$ cat src/rtl/ifetch_queue.sv
// Fetch stage: issues imem reads from pc and buffers returned words for decode.
// Define IFQ_BYPASS_EN to forward a response straight to decode when the queue is empty.
module ifetch_queue #(
  parameter int DEPTH = 4,
  parameter int AW    = 32,
  parameter int DW    = 32
) (
  input  logic          clk,
  input  logic          rst,
  input  logic [AW-1:0] pc,
  input  logic          fetch_en,
  output logic          pc_stall,
  input  logic          flush,
  output logic          imem_req,
  output logic [AW-1:0] imem_addr,
  input  logic [DW-1:0] imem_rdata,
  output logic          id_valid,
  input  logic          id_ready,
  output logic [DW-1:0] id_instr,
  output logic [AW-1:0] id_pc,
  output logic [AW-1:0] id_pc_inc
);

  localparam int PW = $clog2(DEPTH);

  logic [PW:0]   count;
  logic [PW-1:0] rd_ptr;
  logic [PW-1:0] wr_ptr;
  logic          inflight;
  logic [AW-1:0] inflight_pc;
  logic [DW-1:0] q_instr [DEPTH];
  logic [AW-1:0] q_pc    [DEPTH];

  logic [PW+1:0] used;
  logic          space;
  logic          accept;
  logic          resp;
  logic          byp;
  logic          push;
  logic          pop;

  // credit counts the in-flight read so a response always finds a slot
  assign used   = {1'b0, count} + {{(PW+1){1'b0}}, inflight};
  assign space  = used < (PW+2)'(DEPTH);
  assign accept = fetch_en & ~flush & ~rst & space;

  assign imem_req  = accept;
  assign imem_addr = pc;
  assign pc_stall  = fetch_en & ~flush & ~rst & ~space;

  assign resp = inflight & ~flush & ~rst;

`ifdef IFQ_BYPASS_EN
  assign byp = resp & (count == '0);
`else
  assign byp = 1'b0;
`endif

  assign push = resp & ~(byp & id_ready);
  assign pop  = (count != '0) & id_ready & ~flush & ~rst;

  assign id_valid  = (count != '0) | byp;
  assign id_instr  = byp ? imem_rdata  : q_instr[rd_ptr];
  assign id_pc     = byp ? inflight_pc : q_pc[rd_ptr];
  assign id_pc_inc = id_pc + AW'(1);

  always_ff @(posedge clk) begin
    if (rst) begin
      count       <= '0;
      rd_ptr      <= '0;
      wr_ptr      <= '0;
      inflight    <= 1'b0;
      inflight_pc <= '0;
      for (int i = 0; i < DEPTH; i++) begin
        q_instr[i] <= '0;
        q_pc[i]    <= '0;
      end
    end else if (flush) begin
      count    <= '0;
      rd_ptr   <= '0;
      wr_ptr   <= '0;
      inflight <= 1'b0;
    end else begin
      inflight <= accept;
      if (accept)
        inflight_pc <= pc;
      if (push) begin
        q_instr[wr_ptr] <= imem_rdata;
        q_pc[wr_ptr]    <= inflight_pc;
        wr_ptr          <= wr_ptr + PW'(1);
      end
      if (pop)
        rd_ptr <= rd_ptr + PW'(1);
      unique case ({push, pop})
        2'b10:   count <= count + (PW+1)'(1);
        2'b01:   count <= count - (PW+1)'(1);
        default: count <= count;
      endcase
    end
  end

endmodule

$ cat config.mk
export PLATFORM = sky130hd
export DESIGN_NAME = ifetch_queue
export DESIGN_NICKNAME = d
export VERILOG_FILES = /design/src/rtl/ifetch_queue.sv
export SDC_FILE = /design/constraint.sdc
export NUM_CORES = 1
export LEC_CHECK = 0
export CELL_PAD_IN_SITES_DETAIL_PLACEMENT = 1
export CELL_PAD_IN_SITES_GLOBAL_PLACEMENT = 1
export CORE_MARGIN = 2
export CORE_UTILIZATION = 45
export CTS_CLUSTER_SIZE = 28
export DETAILED_ROUTE_END_ITERATION = 10
export PLACE_DENSITY_LB_ADDON = 0.1
export SLEW_MARGIN = 15
export SYNTH_ARGS = -nofsm -noshare
export SYNTH_HDL_FRONTEND = slang
export SYNTH_SLANG_ARGS = --single-unit
$ cat constraint.sdc
create_clock -name clk -period 4.4 [get_ports clk]
set_input_delay 0.44 -clock clk [delete_from_list [all_inputs] [get_ports clk]]
set_output_delay 0.44 -clock clk [all_outputs]
set_load 0.05 [all_outputs]
==> results of run 1 <==
==> synthesized netlist by cell type, types with 5 or more instances <==
| cell | instances |
|---|---|
| edfxtp_1 | 256 |
| and3_1 | 133 |
| and2_1 | 129 |
| nand2_1 | 77 |
| clkbuf_1 | 54 |
| mux4_2 | 52 |
| dfxtp_1 | 42 |
| buf_4 | 36 |
| a21oi_1 | 34 |
| xnor2_1 | 25 |
| nor2_1 | 17 |
| nand3_1 | 13 |
| mux4_1 | 12 |
| inv_1 | 11 |
| xor2_1 | 11 |
| nand4_1 | 9 |
| buf_2 | 6 |
| nor3_1 | 5 |
==> where the power goes <==
part           internal, µW  switching (µW)  leakage, µW
Combinational           204             387      0.00291
Clock                  1610            1050     0.000507
Sequential             3150            37.5      0.00300
==> cells by family (layout without fill, tap and decap cells) <==
kind of cell             count (synthesis)  after routing  share of synthesized area (%)
AO/OA/AOI/OAI                           38             38                           1.47
buffers and inverters                  115            291                           4.61
AND/OR/NAND/NOR                        400            400                           17.4
XOR/XNOR                                36             36                           2.33
adder cells (fa/ha/maj)                  3              3                          0.332
flip-flops                             298            298                           62.9
multiplexers                            64             64                           11.0
==> metal layers <==
layer  wire length [µm]  track usage [%]  share of wire [%]
met1              15200             30.6                 44
met2              17500             38.2                 50
met3               1670             2.46                4.8
met4                539             4.64                1.5
met5                  0                0                  0
==> metrics by stage <==
step	instance area (µm²)	instances	utilization, %
after CTS	16700	1519	56.5
after global routing	16800	1520	56.5
final	16800	1520	56.5
after detailed placement	15700	1462	53.0
after floorplan	13600	954	-
after global placement	15700	1462	53.0
==> cell type report <==
type | count | area, µm² | area share, %
clock buffers | 45 | 878 | 5.24
clock inverters | 12 | 155 | 0.926
inverters | 11 | 41.3 | 0.246
multi-input cells | 541 | 4450 | 26.6
flip-flops and latches | 298 | 8540 | 50.9
well taps | 390 | 488 | 2.91
repair buffers | 223 | 2200 | 13.2
==> path summary, 6_finish.rpt <==
check,start,slack [ps],depth (start not counted),endpoint
hold reg to reg,inflight_pc[29],490,2,inflight_pc[29]
hold / removal,pc[16],470,3,inflight_pc[16]
setup / recovery,flip-flop,350,6,id_pc_inc[14]
setup reg to reg,wr_ptr[0],2150,1,q_pc[3][13]
==> critical path: cells and delay by family, from the launching register on <==
| kind | cells | cell delay, ps |
|---|---|---|
| xor gates and xnor gates | 1 | 170 |
| buffers and inverters | 1 | 840 |
| DFF | 1 | 530 |
| muxes | 1 | 760 |
| and+or+nand+nor | 3 | 760 |
==> flip-flops by register name (all words and copies together) (netlist names), named ones only <==
| register | cells |
|---|---|
| count | 3 |
| inflight | 1 |
| inflight_pc | 32 |
| q_instr | 128 |
| q_pc | 128 |
| rd_ptr | 2 |
| wr_ptr | 2 |
==> metrics.md, run 1 <==
| Metric | Value |
|---|---|
| Status | `complete, no violations` |
| IO Pins | `200` |
| Largest net degree at the start of global routing | `65` |
| Final Hold Viols | `0` |
| Clock H-tree levels | `1` |
| Vias | `8348` |
| Commonest non-fill, non-tap cell in the layout | `edfxtp_1` |
| RSZ-0062 raised after global routing | `no` |
| Share of layout cells above drive strength 1 | `14.2%` |
| Hold_ws | `474 ps` |
| Fill count | `2900` |
| Synth Net Count | `1026` |
| Post-CTS Setup Inserts | `0` |
| Root buffer cell | `clkbuf_16` |
| WP data required | `3960 ps` |
| Clk buf depth | `3` |
| Clock Latency Late Sink | `550 ps` |
| CP max-delay cell | `clkdlybuf4s50_1` |
| Clock Pin Slew Worst Setup and Hold Paths | `60 ps` |
| I/O Buffers | `199` |
| Total of max-cap violations | `0` |
| Initial Util | `45.7%` |
| Vias in the first global route | `8860` |
| Post-Syn Area | `13600 µm²` |
| CTS tree | `built` |
| Drt first-iter violations | `564` |
| Seq/Total Area, Yosys | `62.9%` |
| Post-Synthesis Cells | `954` |
| Std-Cell Rows | `63` |
| Total GRT Usage | `22.2%` |
| Asr flop ratio synth | `0%` |
| Chip width | `178 µm` |
| Area contributors post-synth | `edfxtp_1, mux4_2, dfxtp_1` |
| Post-synth EDFFs | `256` |
| P per Cell Area | `384 nW/µm²` |
| First-pass GRT wire length | `52700 µm` |
| Area growth syn-to-layout | `23.7%` |
| FF+latch count, synth | `298` |
| Yosys cell types | `37` |
| Synth Warn # | `0` |
| Gpl congestion | `0.751` |
| Drt wl/cell | `22.9 µm` |
| Area leader, netlist | `edfxtp_1` |
| Nets@finish | `1178` |
| Pleak | `0.00642 µW` |
| Fin crit period | `4050 ps` |
| Antenna-violating nets left | `0` |
| Max-slew headroom | `30.9%` |
| Setup violations, final | `0` |
| Clock sink count | `298` |
| Post-route worst setup slack | `351 ps` |
| Top FF cell, synth | `edfxtp_1` |
| Core Area | `29600 µm²` |
| Die Span Y | `178 µm` |
| Fmax | `0.247 GHz` |
| Worst slack at placement | `713 ps` |
| Startpoint Class | `flip-flop` |
| Peak supply drop | `0.000226 V` |
| Initial antenna violation count | `0` |
| Worst setup path class | `reg2out` |
| Final worst path period share | `92.0%` |
| Worst Setup End Kind | `output port` |
| Top-area cell type share of the netlist area | `56.7%` |
| Via-to-Cell Ratio | `5.49` |
| TritonCTS buffer count | `31` |
| Die area | `31500 µm²` |
| Worst-path maximum fanout | `14` |
| Ant. Diodes | `0` |
| Data arrival, critical path | `3610 ps` |
| Grt total ovfl | `0` |
| Mean Syn Cell Area | `14.2 µm²` |
| Remaining DRCs | `0` |
| Crit-path cells | `mux4_1 -> nand4_4 -> or2_0 -> nor3_1 -> xor2_1 -> clkdlybuf4s50_1` |
| Clk_skew | `16.2 ps` |
| Drt first pass iters | `5` |
| Pwr Total | `6440 µW` |
| Least-Margin Pin Slew | `1040 ps` |
| Post-cts gate resize count | `0` |
| Max incr delay on CP | `840 ps` |
| Most frequent cells in the layout | `edfxtp_1, clkdlybuf4s50_1, and3_1` |
| Hold buffers post-CTS | `0` |
| Max Slew Vio Count | `0` |
| Setup_tns | `0 ps` |
| Wirelength, routed | `34800 µm` |
| Min-Delay Path Class | `in2reg` |
| Post-DP HPWL | `20800 µm` |
Note: power is estimated with default switching activity, not from simulation.
==> run 2, diff against run 1 <==
- SLEW_MARGIN: 15 -> 0
==> results of run 2 <==
Final layout, timing and power as in run 1 (identical DEF).
